[src/rtl/id_ex_pipe_reg_if.sv]
// Decode/execute bundle for id_ex_pipe_reg.
// master = decode+execute side, slave = the pipeline register.
interface id_ex_pipe_reg_if #(
  parameter int XLEN      = 32,
  parameter int NUM_WORDS = 9,
  parameter int CTRL_W    = 7,
  parameter int CNT_W     = 16
);
  logic                      DEC_VALID_IN;
  logic [XLEN-1:0]           DEC_IR;
  logic [NUM_WORDS*XLEN-1:0] DEC_WORDS;
  logic [CTRL_W-1:0]         DEC_CTRL;
  logic                      DEC_MEMREAD_2;
  logic                      EX_FLUSH;
  logic                      EX_STALL;
  logic                      DEC_STALL;
  logic                      EX_VALID;
  logic [XLEN-1:0]           EX_IR;
  logic [NUM_WORDS*XLEN-1:0] EX_WORDS;
  logic [CTRL_W-1:0]         EX_CTRL;
  logic                      EX_MEMREAD_2;
  logic [4:0]                EX_RD;
  logic [CNT_W-1:0]          HAZ_CNT;
  logic [CNT_W-1:0]          FLUSH_CNT;

  modport master (
    output DEC_VALID_IN, DEC_IR, DEC_WORDS,
    output DEC_CTRL, DEC_MEMREAD_2,
    output EX_FLUSH, EX_STALL,
    input  DEC_STALL, EX_VALID, EX_IR,
    input  EX_WORDS, EX_CTRL, EX_MEMREAD_2,
    input  EX_RD, HAZ_CNT, FLUSH_CNT
  );

  modport slave (
    input  DEC_VALID_IN, DEC_IR, DEC_WORDS,
    input  DEC_CTRL, DEC_MEMREAD_2,
    input  EX_FLUSH, EX_STALL,
    output DEC_STALL, EX_VALID, EX_IR,
    output EX_WORDS, EX_CTRL, EX_MEMREAD_2,
    output EX_RD, HAZ_CNT, FLUSH_CNT
  );
endinterface

[src/rtl/id_ex_pipe_reg.sv]
// Decode-to-execute register: valid bit, stall, flush, load-use bubble.
// Ports: REG_CLOCK, REG_RESET (sync, active-low), bus (slave modport).
module id_ex_pipe_reg #(
  parameter int XLEN      = 32,
  parameter int NUM_WORDS = 9,
  parameter int CTRL_W    = 7,
  parameter int HAZARD_EN = 1,
  parameter int CNT_W     = 16
) (
  input logic REG_CLOCK,
  input logic REG_RESET,
  id_ex_pipe_reg_if.slave bus
);
  localparam int WW = NUM_WORDS * XLEN;

  logic              valid_q, valid_d;
  logic [XLEN-1:0]   ir_q, ir_d;
  logic [WW-1:0]     words_q, words_d;
  logic [CTRL_W-1:0] ctrl_q, ctrl_d;
  logic              mr_q, mr_d;
  logic [CNT_W-1:0]  haz_q, haz_d;
  logic [CNT_W-1:0]  fl_q, fl_d;
  logic [4:0]        ex_rd;
  logic              rs_hit;
  logic              hazard;

  assign ex_rd = ir_q[11:7];

  // rs1 and rs2 fields compared for every format (conservative).
  assign rs_hit = (ex_rd == bus.DEC_IR[19:15])
                | (ex_rd == bus.DEC_IR[24:20]);

  assign hazard = (HAZARD_EN != 0)
                & bus.DEC_VALID_IN
                & valid_q & mr_q
                & (ex_rd != 5'd0) & rs_hit;

  always_comb begin
    valid_d = valid_q;
    ir_d    = ir_q;
    words_d = words_q;
    ctrl_d  = ctrl_q;
    mr_d    = mr_q;
    haz_d   = haz_q;
    fl_d    = fl_q;
    if (bus.EX_FLUSH) begin
      valid_d = 1'b0;
      ir_d    = bus.DEC_IR;
      words_d = bus.DEC_WORDS;
      ctrl_d  = '0;
      mr_d    = 1'b0;
      if (fl_q != '1) fl_d = fl_q + 1'b1;
    end else if (bus.EX_STALL) begin
      valid_d = valid_q;
    end else if (hazard) begin
      valid_d = 1'b0;
      ir_d    = bus.DEC_IR;
      words_d = bus.DEC_WORDS;
      ctrl_d  = '0;
      mr_d    = 1'b0;
      if (haz_q != '1) haz_d = haz_q + 1'b1;
    end else begin
      valid_d = bus.DEC_VALID_IN;
      ir_d    = bus.DEC_IR;
      words_d = bus.DEC_WORDS;
      ctrl_d  = bus.DEC_VALID_IN ? bus.DEC_CTRL : '0;
      mr_d    = bus.DEC_VALID_IN & bus.DEC_MEMREAD_2;
    end
  end

  always_ff @(posedge REG_CLOCK) begin
    if (!REG_RESET) begin
      valid_q <= 1'b0;
      ir_q    <= '0;
      words_q <= '0;
      ctrl_q  <= '0;
      mr_q    <= 1'b0;
      haz_q   <= '0;
      fl_q    <= '0;
    end else begin
      valid_q <= valid_d;
      ir_q    <= ir_d;
      words_q <= words_d;
      ctrl_q  <= ctrl_d;
      mr_q    <= mr_d;
      haz_q   <= haz_d;
      fl_q    <= fl_d;
    end
  end

  assign bus.DEC_STALL = REG_RESET & ~bus.EX_FLUSH
                       & (bus.EX_STALL | hazard);

  assign bus.EX_VALID     = valid_q;
  assign bus.EX_IR        = ir_q;
  assign bus.EX_WORDS     = words_q;
  assign bus.EX_CTRL      = ctrl_q;
  assign bus.EX_MEMREAD_2 = mr_q;
  assign bus.EX_RD        = ex_rd;
  assign bus.HAZ_CNT      = haz_q;
  assign bus.FLUSH_CNT    = fl_q;
endmodule

[src/flat_wrapper.sv]
// flat-port wrapper written by rule: the top's interface ports become plain ports
module id_ex_pipe_reg_flat 
#(
  parameter int XLEN      = 32,
  parameter int NUM_WORDS = 9,
  parameter int CTRL_W    = 7,
  parameter int HAZARD_EN = 1,
  parameter int CNT_W     = 16
)
  (REG_CLOCK, REG_RESET, bus_DEC_VALID_IN, bus_DEC_IR, bus_DEC_WORDS, bus_DEC_CTRL, bus_DEC_MEMREAD_2, bus_EX_FLUSH, bus_EX_STALL, bus_DEC_STALL, bus_EX_VALID, bus_EX_IR, bus_EX_WORDS, bus_EX_CTRL, bus_EX_MEMREAD_2, bus_EX_RD, bus_HAZ_CNT, bus_FLUSH_CNT);
  id_ex_pipe_reg_if #(.XLEN(XLEN), .NUM_WORDS(NUM_WORDS), .CTRL_W(CTRL_W), .CNT_W(CNT_W)) bus_i ();
  input logic REG_CLOCK;
  input logic REG_RESET;
  input wire logic [$bits(bus_i.DEC_VALID_IN)-1:0] bus_DEC_VALID_IN;
  input wire logic [$bits(bus_i.DEC_IR)-1:0] bus_DEC_IR;
  input wire logic [$bits(bus_i.DEC_WORDS)-1:0] bus_DEC_WORDS;
  input wire logic [$bits(bus_i.DEC_CTRL)-1:0] bus_DEC_CTRL;
  input wire logic [$bits(bus_i.DEC_MEMREAD_2)-1:0] bus_DEC_MEMREAD_2;
  input wire logic [$bits(bus_i.EX_FLUSH)-1:0] bus_EX_FLUSH;
  input wire logic [$bits(bus_i.EX_STALL)-1:0] bus_EX_STALL;
  output wire logic [$bits(bus_i.DEC_STALL)-1:0] bus_DEC_STALL;
  output wire logic [$bits(bus_i.EX_VALID)-1:0] bus_EX_VALID;
  output wire logic [$bits(bus_i.EX_IR)-1:0] bus_EX_IR;
  output wire logic [$bits(bus_i.EX_WORDS)-1:0] bus_EX_WORDS;
  output wire logic [$bits(bus_i.EX_CTRL)-1:0] bus_EX_CTRL;
  output wire logic [$bits(bus_i.EX_MEMREAD_2)-1:0] bus_EX_MEMREAD_2;
  output wire logic [$bits(bus_i.EX_RD)-1:0] bus_EX_RD;
  output wire logic [$bits(bus_i.HAZ_CNT)-1:0] bus_HAZ_CNT;
  output wire logic [$bits(bus_i.FLUSH_CNT)-1:0] bus_FLUSH_CNT;
  assign bus_i.DEC_VALID_IN = bus_DEC_VALID_IN;
  assign bus_i.DEC_IR = bus_DEC_IR;
  assign bus_i.DEC_WORDS = bus_DEC_WORDS;
  assign bus_i.DEC_CTRL = bus_DEC_CTRL;
  assign bus_i.DEC_MEMREAD_2 = bus_DEC_MEMREAD_2;
  assign bus_i.EX_FLUSH = bus_EX_FLUSH;
  assign bus_i.EX_STALL = bus_EX_STALL;
  assign bus_DEC_STALL = bus_i.DEC_STALL;
  assign bus_EX_VALID = bus_i.EX_VALID;
  assign bus_EX_IR = bus_i.EX_IR;
  assign bus_EX_WORDS = bus_i.EX_WORDS;
  assign bus_EX_CTRL = bus_i.EX_CTRL;
  assign bus_EX_MEMREAD_2 = bus_i.EX_MEMREAD_2;
  assign bus_EX_RD = bus_i.EX_RD;
  assign bus_HAZ_CNT = bus_i.HAZ_CNT;
  assign bus_FLUSH_CNT = bus_i.FLUSH_CNT;
  id_ex_pipe_reg #(.XLEN(XLEN), .NUM_WORDS(NUM_WORDS), .CTRL_W(CTRL_W), .HAZARD_EN(HAZARD_EN), .CNT_W(CNT_W)) u_core (.REG_CLOCK(REG_CLOCK), .REG_RESET(REG_RESET), .bus(bus_i));
endmodule
[config.mk]
export PLATFORM = sky130hd
export DESIGN_NAME = id_ex_pipe_reg_flat
export DESIGN_NICKNAME = d
export VERILOG_FILES = /design/src/rtl/id_ex_pipe_reg_if.sv /design/src/rtl/id_ex_pipe_reg.sv /design/src/flat_wrapper.sv
export SDC_FILE = /design/constraint.sdc
export NUM_CORES = 1
export LEC_CHECK = 0
export ABC_AREA = 1
export CAP_MARGIN = 15
export CORE_AREA = 3 3 272 274
export CTS_CLUSTER_DIAMETER = 40
export CTS_CLUSTER_SIZE = 12
export DETAILED_ROUTE_END_ITERATION = 10
export DIE_AREA = 0 0 275 277
export PLACE_DENSITY = 0.42
export SYNTH_ARGS = -nofsm -noshare
export SYNTH_HDL_FRONTEND = slang
export SYNTH_SLANG_ARGS = --single-unit
export TNS_END_PERCENT = 100
[constraint.sdc]
create_clock -name REG_CLOCK -period 1.9 [get_ports REG_CLOCK]
set_input_delay 0.475 -clock REG_CLOCK [delete_from_list [all_inputs] [get_ports REG_CLOCK]]
set_output_delay 0.475 -clock REG_CLOCK [all_outputs]
set_load 0.02 [all_outputs]
* Yosys cells after proc, flatten, opt, wreduce, memory -nomap -nowiden
Cells that the tools add are included.
Word-level totals: flip-flop bits (word level) 361, bits in latches 0, memory bits (writable) 0, memory bits (read-only) 0, input port bits 333, output and inout bits 367, word-level logic and storage cells 38, memories kept 0
Operators by class: add/subtract/negate cells 2, $mul 0, div/mod/pow operators 0, magnitude comparators 0, equal/unequal tests 5, shifts and indexed selects 0, multiplexer cells 8, bitwise gates (word level) 12, reductions and logical operators 4
Operators by type and width (count):
- 288-bit 2-to-1 mux | 2
- 32-bit 2-to-1 mux | 2
- 16-bit by 1-bit adder with 16-bit output (second input constant) | 2
- 16-bit inequality test (second input constant) | 2
- 7-bit 2-to-1 mux | 2
- 5-bit == test | 2
- 1-bit AND | 7
- 5-bit nonzero test | 1
- 4-bit AND reduction | 1
- 1-bit NOT | 3
- 1-bit 2-to-1 mux | 2
- 2-bit inequality test (second input constant) | 1
- 1-bit OR | 2
- 2-bit AND reduction | 1
- 2-bit OR reduction | 1

* Depth between registers and ports, before layout
Gate-level depths: netlist (run 1).
depth in word-level cells 6, mapped depth 11, gate-level depth less buffers 10

* Least setup slack after synthesis (run 1)
No wires, ideal clock.
path kind flip-flop to output port, start reg u_core.ir_q[11] (netlist: u_core.bus.EX_IR[11]), end out bus_DEC_STALL, arrival 1.564 ns, required time 1.425 ns, setup slack -0.139 ns, cell stages (with the launch flop) 10, path buffers 1, path through dfxtp_1 > inv_2 > nand2_1 > nand2_1 > nor2_1 > nand3_1 > nand2_2 > nand2_1 > buf_4 > a21oi_1
On the way: cells in the longest elaborated chain, start to end 5, elaborated cells on any way between the ends 8, classes of those cells eq/ne: 2; bitwise: 5; reduce/logical: 1
Ends and longest elaborated chain:
- start: declaration | RTL line id_ex_pipe_reg.sv:17 | logic [XLEN-1:0] ir_q, ir_d;
- start signal: assignment | RTL line id_ex_pipe_reg.sv:82 | ir_q <= ir_d;
- 5-bit == test, or another cell as far along | RTL line id_ex_pipe_reg.sv:30 | assign rs_hit = (ex_rd == bus.DEC_IR[19:15])
- 1-bit OR or 1-bit AND (tied branches) | RTL line id_ex_pipe_reg.sv:31, id_ex_pipe_reg.sv:36
- 1-bit AND (*) | RTL line id_ex_pipe_reg.sv:36 | & (ex_rd != 5'd0) & rs_hit;
- 1-bit OR (*) | RTL line id_ex_pipe_reg.sv:92 | & (bus.EX_STALL | hazard);
- 1-bit AND (*) | RTL line id_ex_pipe_reg.sv:92
- end: declaration | RTL line flat_wrapper.sv:21 | output wire logic [$bits(bus_i.DEC_STALL)-1:0] bus_DEC_STALL;
Every way passes the cells marked *; elsewhere a longest branch is shown, timed or not.

* Final worst setup path (run 1)
start in bus_DEC_IR[15], end out bus_DEC_STALL
On the way: cells in the longest elaborated chain, start to end 5
Ends and longest elaborated chain:
- start: declaration | RTL line flat_wrapper.sv:15 | input wire logic [$bits(bus_i.DEC_IR)-1:0] bus_DEC_IR;
- 5-bit == test | RTL line id_ex_pipe_reg.sv:30
- 1-bit OR | RTL line id_ex_pipe_reg.sv:31 | | (ex_rd == bus.DEC_IR[24:20]);
- 1-bit AND | RTL line id_ex_pipe_reg.sv:36
- 1-bit OR | RTL line id_ex_pipe_reg.sv:92
- 1-bit AND | RTL line id_ex_pipe_reg.sv:92
No other way between the ends.

==> results of run 1 <==
==> power by group <==
part	switching, mW	internal, mW	leakage (nW)
Sequential	0.246	8.10	3.00
Combinational	1.82	1.50	6.80
Clock	4.85	10.6	1.52
==> routing by layer <==
| layer | track usage | vias up |
|---|---|---|
| li1 | - | 7214 |
| met1 | 0.169 | 6595 |
| met2 | 0.271 | 510 |
| met3 | 0.0581 | 125 |
| met4 | 0.0661 | 2 |
| met5 | 0 | - |
==> repair_timing <==
| item | 4_1_cts | 5_1_grt |
|---|---|---|
| buffers inserted | 2 | 0 |
| cloned | 0 | 0 |
| pin swaps | 2 | 2 |
| hold buffers | 0 | 0 |
| resized for setup | 428 | 31 |
| endpoints found under the setup margin | 365 | 35 |
==> final timing paths <==
kind | from | end | slack (ns) | depth (start not counted)
worst max-delay path | bus_DEC_IR[15] | bus_DEC_STALL | -0.38 | 10
worst min-delay path | REG_RESET | u_core.bus.FLUSH_CNT[14]$_SDFFE_PN0P_ | 0.21 | 3
worst max register to register | u_core.bus.HAZ_CNT[1]$_SDFFE_PN0P_ | u_core.bus.HAZ_CNT[6]$_SDFFE_PN0P_ | 0.18 | 11
worst min register to register | u_core.bus.EX_CTRL[4]$_SDFFE_PN0N_ | u_core.bus.EX_CTRL[4]$_SDFFE_PN0N_ | 0.46 | 2
==> stage by stage <==
stage          utilization  cells
2_1_floorplan            -   1767
3_3_place_gp         0.306   3373
3_5_place_dp         0.306   3373
4_1_cts              0.344   3537
5_1_grt              0.344   3541
6_report             0.344   3541
==> area by class of cell <==
class,instances,area (um2),share of cell area
clock inverter,50,663,0.0269
sequential,361,7250,0.294
timing repair buffer,780,7430,0.302
multi-input combinational,1223,5410,0.219
clock buffer,112,2440,0.0992
tap,950,1190,0.0483
antenna,4,10.0,0.000406
inverter,61,239,0.00970
==> synthesized netlist by cell type, types with 5 or more instances <==
library cell | instances | area (um2)
inv_2 | 10 | 37.5
buf_2 | 46 | 230
nand3_1 | 18 | 90.1
nor3_1 | 8 | 40.0
nand4_2 | 8 | 100
xor2_1 | 5 | 43.8
o21ai_0 | 328 | 1640
clkbuf_1 | 62 | 233
a21oi_1 | 31 | 155
buf_4 | 8 | 60.1
nor2_1 | 683 | 2560
nand4_1 | 18 | 113
inv_1 | 48 | 180
dfxtp_1 | 361 | 7230
nand2_1 | 90 | 338
o21bai_1 | 11 | 82.6
==> cell families (layout without fill, tap and decap cells) <==
kind of cell	after synthesis	in the layout	share of synthesized area
AO/OA/AOI/OAI	372	372	0.141
AND/OR/NAND/NOR	842	842	0.253
flip-flops	361	361	0.539
buffers and inverters	183	1003	0.0610
other	0	4	0
XOR/XNOR	7	7	0.00457
adder cells (fa/ha/maj)	2	2	0.00186
==> registers in the layout, summed over array words and instances, names as in the netlist <==
register / cells
u_core.bus.HAZ_CNT: 16
u_core.bus.EX_CTRL: 7
u_core.bus.EX_IR: 32
u_core.bus.FLUSH_CNT: 16
u_core.bus.EX_VALID: 1
u_core.bus.EX_WORDS: 288
u_core.bus.EX_MEMREAD_2: 1
==> worst reg2reg max path: cells and delay by family (launching register included) <==
kind / cells / cell delay, ns
simple gates: 7 / 0.67
fa+ha+maj: 1 / 0.20
buf+inv: 3 / 0.33
flops: 1 / 0.38
==> impl.org, run 1 <==
** Outcome
- The run finished, with violations left.
- The checks that failed: setup timing.

** Drt
- In the detailed route, the total length drawn on met2 is 30300 um.
- Sum of routed wire length over all layers :: 61500 um
- The routed layout has 14.4k vias.
- In the final routing, the length of wire on met1 measures 23400 um.
- In the routed design, unresolved DRC markers number 0.
- Via density :: 4.08
- In this run the remaining antenna-violating nets after routing total 0.
- Signal routing reaches up to met5.
- Dividing the detail-routed wire length by the instance count gives 17.4 um.
- The first detailed-routing pass ran for 5 iterations.
- For this block, the initial DRC count from the detailed router was 607.
- Detail Route met3 WL :: 5700 um

** Global route
- First-pass GRT wire length :: 91300 um
- Grt total ovfl :: 0
- For this run, the total global-route usage over all layers was measured as 0.156.
- Largest net degree at the start of global routing :: 69
- Number of global-route vias before repair :: 14.4k
- The number of antenna violations at the first check in global routing came to 6.

** Clock tree
- Clock tree synthesis found a total of 361 sinks.
- The clock passes through at most 3 buffers.
- TritonCTS built the clock tree.
- CTS H-tree depth :: 3
- Clock tree synthesis inserted a total of 87 buffers.
- Clock tree synthesis selected as its root buffer the cell clkbuf_16.
- Clock insertion delay at the later pin of the skew report :: 0.60 ns
- Clk slew on worst S/H paths :: 0.04 ns

** Critical path
- Largest fanout on the critical path :: 3
- Worst Setup Start Kind :: input pin
- Number of buffer and inverter stages on the critical path :: 3
- Delay contributed by the slowest stage of the critical path :: 0.51 ns
- The cell family contributing the most delay on the critical path is buffers and inverters.
- The critical path goes through clkdlybuf4s50_1 > nand2_1 > clkinv_1 > nor2_1 > nor2_2 > nand3_1 > nand2_2 > nand2_2 > a21oi_4 > buf_6.
- Required time of the worst setup path :: 1.42 ns
- The worst setup path is captured at a primary output.
- Highest-delay cell along the critical path :: clkdlybuf4s50_1
- Critical Path AT :: 1.81 ns
- The most numerous cell type found on the critical path is nand2_2.
- Worst Setup Path Type :: input pin to primary output

** Placement
- In this run the tool buffered the top-level ports with 699 buffer cells.
- Half-perimeter wire length after detailed placement :: 46400 um
- The placed instances occupy a cell area of 0.0219 mm2.
- Timing analysis after detailed placement gives a worst setup slack of -0.497 ns.
- The congestion estimate from routability-driven global placement came to 0.849.

** Floorplanning
- The initial utilization of the core area, before any placement, comes to 0.187.
- Horizontal die dimension :: 275 um
- Placement row count :: 98
- Core Footprint :: 0.0716 mm2
- Overall die area :: 0.0762 mm2
- Die span in y :: 277 um
- For this design the top-level I/O count stands at 700.

** Finish
- Most common cell after layout, fill and taps aside :: nor2_1
- Fill cell total of the finished layout :: 7608
- Layout-stage area growth over the synthesis result :: 83.6%
- Most frequent cells in the layout :: nor2_1 (679), dfxtp_1 (351), clkdlybuf4s50_1 (331)
- Nets :: 2849
- In the final layout, the share of cells above drive strength 1 is 0.124.
- Design Area, Final :: 0.0246 mm2

** Timing
- Setup TNS :: -0.382 ns
- Max Slew Vio Count :: 0
- Final count of negative-setup-slack endpoints :: 1
- Static timing analysis puts the maximum clock frequency at 438 MHz.
- Worst Skew :: 0.0146 ns
- For the pin with the worst max-slew slack, the measured transition is 0.565 ns.
- Final Hold Viols :: 0
- RSZ-0062 raised after global routing :: true
- Final Worst Setup Slack :: -0.382 ns
- Final worst path period share :: 1.20
- Fin crit period :: 2.28 ns
- In this run the tightest slew margin relative to its limit is 0.623.
- Worst Hold Slack :: 0.210 ns

** Power and ir drop
- Power comes to 27.1 mW.
- Dividing total power by cell area gives a power density of 1100 mW/mm2.
- Lkg Pwr :: 11.3 nW
- VDD sags by at most 0.546 mV.

** Synthesis
- Dividing the synthesized area by the synthesized cell count gives 7.59 um2.
- Nets in the synthesized netlist :: 2102
- The number of different library cells used by synthesis comes to 32.
- For this run, asynchronously set or reset flops after synthesis account for 0.
- After technology mapping, the gate count stands at 1767.
- Primary FF master, synth :: dfxtp_1
- During synthesis, Yosys emitted a total of 0 warnings.
- The synthesized design contains 361 register bits.
- Of the synthesized area, sequential elements account for 0.539.
- EDFF count, synth :: 0
- The mapped netlist covers 0.0134 mm2.

** Hold path
- Min-Delay Path Class :: input pin to register

** Run
- The tool flagged a number of max-cap violations equal to 0.
Power figures use the tool's default switching activity.
==> run 2: changes to the inputs <==
--- a/config.mk
+++ b/config.mk
@@ -8,7 +8,7 @@
 export ABC_AREA = 1
 export CAP_MARGIN = 15
 export CORE_AREA = 3 3 272 274
-export CTS_CLUSTER_DIAMETER = 40
+export CTS_CLUSTER_DIAMETER = 100
 export CTS_CLUSTER_SIZE = 12
 export DETAILED_ROUTE_END_ITERATION = 10
 export DIE_AREA = 0 0 275 277
==> run 2 against run 1 <==
  * The flow still finishes with violations (setup timing)
  * Count of clock-buffer cells in the layout down 73
  * Maximum frequency up 1.2%
  * Design area decreased by 8.7%
  * Register-to-register slack is essentially flat
  * Sequential share of layout area up 2.8 points
  * Hold slack improved by 0.027 ns
  * Flip-flop and latch count unchanged
  * Setup slack better by 0.026 ns
  * Sequential power decreased by 0.5%
  * Die area is the same
==> impl.org, run 2 (same netlist as run 1, synthesis figures left out) <==
** Timing
- Slew of the pin with the lowest slew margin :: 0.592 ns
- Fin crit period :: 2.26 ns
- Setup violations remaining at the end of the flow were counted as 1.
- The tightest hold path in the finished design has a slack of 0.237 ns.
- RSZ-0062 raised after global routing :: true
- Rel. slew slack :: 0.605
- Across the routed clock network, the largest skew measured is 0.00651 ns.
- The number of hold violations in the final report was 0.
- FMAX :: 443 MHz
- Setup TNS :: -0.355 ns
- Max Slew Vio Count :: 0
- Across all setup checks in the final design, the least slack found is -0.355 ns.
- Dividing the final minimum period by the clock period gives 1.19.

** Drt
- Via count :: 14.0k
- First-iteration detailed-routing DRC count :: 554
- Pre-antenna DRT Iters :: 5
- Sum of routed wire length over all layers :: 60700 um
- In the routed layout, each cell is associated on average with a via count of 4.08.
- After detailed routing, the average wire length per cell comes to 17.7 um.
- The detail route stage leaves a number of antenna-violating nets equal to 0.
- DRC violations left :: 0

** Critical path
- Highest-delay cell along the critical path :: clkdlybuf4s50_1
- Category of cells accounting for the largest share of critical-path delay :: buffers and inverters
- Largest fanout on the critical path :: 2
- Critical Path AT :: 1.78 ns
- At the worst endpoint, the required time is 1.42 ns.
- Cell occurring most often along the worst timing path :: nand2_2
- Delay contributed by the slowest stage of the critical path :: 0.57 ns
- The critical path is of the input pin to primary output type.
- Walking the worst path, the cells encountered are clkdlybuf4s50_1 > xnor2_1 > nand3_1 > nand2_2 > nand2_2 > a21oi_4 > buf_6.
- Worst Setup Start Kind :: input pin
- Kind of end point of the critical path :: primary output
- Number of buffer and inverter stages on the critical path :: 2

** Floorplanning
- Overall die area :: 0.0762 mm2
- The floorplan step set the die width to 275 um.
- After floorplanning, the core was sized to cover 0.0716 mm2.
- Die span in y :: 277 um
- In this run the core area contains 98 standard-cell rows.
- During I/O placement, the number of pins put on the boundary was 700.
- Starting density of the core :: 0.187

** Finish
- Fill cell total of the finished layout :: 7791
- Number of flip-flops in the largest register :: 288
- Relative to the synthesized area, the layout overhead comes to 67.6%.
- The net count of the finished layout is 2798.
- The multi-input combinational cells in the finished layout cover a total of 0.00540 mm2.
- Registers take 0.00724 mm2.
- Leaving out fill and tap cells, the most frequent cells in the layout are nor2_1 (681), dfxtp_1 (355), dlygate4sd2_1 (351).
- Fraction of final layout cells sized beyond drive strength 1 :: 0.0717
- The count of cells in the finished layout, fillers not included, comes to 3423.
- Most common cell after layout, fill and taps aside :: nor2_1

** Power and ir drop
- Max VDD drop :: 0.479 mV
- PwrDens :: 809 mW/mm2
- After layout, the design draws a total of 18.2 mW.
- Lkg Pwr :: 10.4 nW

** Hold path
- The path class of the tightest hold or removal check is input pin to register.

** Outcome
- The flow ran to the end, but the final reports show violations.
- Violated checks :: setup timing

** Placement
- Half-perimeter wire length after detailed placement :: 46400 um
- Port Buffers :: 699
- Final Wtd Congestion :: 0.849
- Total instance count after detailed placement :: 3373
- Post-place setup slack :: -0.497 ns

** Clock tree
- The number of clock buffers added by TritonCTS is 36.
- The tree built by TritonCTS fans out to 361 sinks.
- Max clock buf depth :: 3
- The tree is rooted in a clkbuf_16.
- TritonCTS built the clock tree.
- CTS built an H-tree with a depth of 2.
- Number of hold buffers added after cts :: 0
- After clock tree synthesis, the clock-pin slew on the worst setup and hold paths is 0.06 ns.
- The clock reaches the later pin of the worst-skew pair after 0.54 ns.

** Global route
- Total routing usage reported by global routing :: 0.152
- Entering global routing, the biggest net connects 69 pins.
- First-pass GRT wire length :: 89400 um
- The number of global-route vias before repair came to 13.9k.
- Antenna violations before repair :: 7
- After global routing the overflow that remains totals 0.

** Run
- Max-cap violations in this run came to 0.
-- run 2: repair_timing --
action / CTS / global route
gates resized for setup: 382 / 20
endpoints found under the setup margin: 365 / 16
pin swaps: 2 / 6
buffers inserted: 2 / 0
-- run 2: per-layer routing --
metal,GRT usage,up-vias,wire length (um)
li1,-,7032,-
met1,0.170,6396,23500
met2,0.270,457,30100
met3,0.0512,87,5360
met4,0.0508,2,1700
met5,0,-,20
-- run 2: through the flow --
step / area [um2] / utilization
floorplan: 13400 / -
global placement: 21900 / 0.306
detailed placement: 21900 / 0.306
CTS: 22500 / 0.314
global route: 22500 / 0.314
finish: 22500 / 0.314
-- run 2: worst paths after layout --
path | from | end | slack, ns | depth (start not counted)
worst max-delay path | bus_DEC_IR[17] | bus_DEC_STALL | -0.36 | 7
worst min-delay path | bus_DEC_IR[21] | u_core.bus.EX_IR[21]$_SDFFE_PN0P_ | 0.24 | 3
worst max register to register | u_core.bus.HAZ_CNT[1]$_SDFFE_PN0P_ | u_core.bus.HAZ_CNT[11]$_SDFFE_PN0P_ | 0.18 | 11
worst min register to register | u_core.bus.EX_CTRL[4]$_SDFFE_PN0N_ | u_core.bus.EX_CTRL[4]$_SDFFE_PN0N_ | 0.46 | 2
-- run 2: worst register-to-register path, cell delays in order (launching register included) --
cell and delay (ns):
dfxtp_1 0.39, ha_1 0.20, nand2_1 0.12, inv_2 0.10, nand2_2 0.09, nor2_4 0.14, nand3_2 0.14, buf_6 0.19
nand4_2 0.10, nand2_1 0.05, nand2_1 0.05, nor2_1 0.04
-- run 2: layout make-up --
class	count	share of cell area
Timing Repair Buffer	780	0.330
Sequential cell	361	0.322
Multi-Input combinational cell	1223	0.240
Tap cell	950	0.0529
Clock buffer	39	0.0420
Inverter	61	0.0106
Clock inverter	4	0.00134
Antenna cell	5	0.000556
-- run 2: power breakdown --
part	total (mW)	internal, mW	switching [mW]	leakage [nW]
registers	8.31	8.07	0.243	3.00
logic	3.31	1.49	1.82	6.97
clock network	6.57	3.51	3.06	0.477
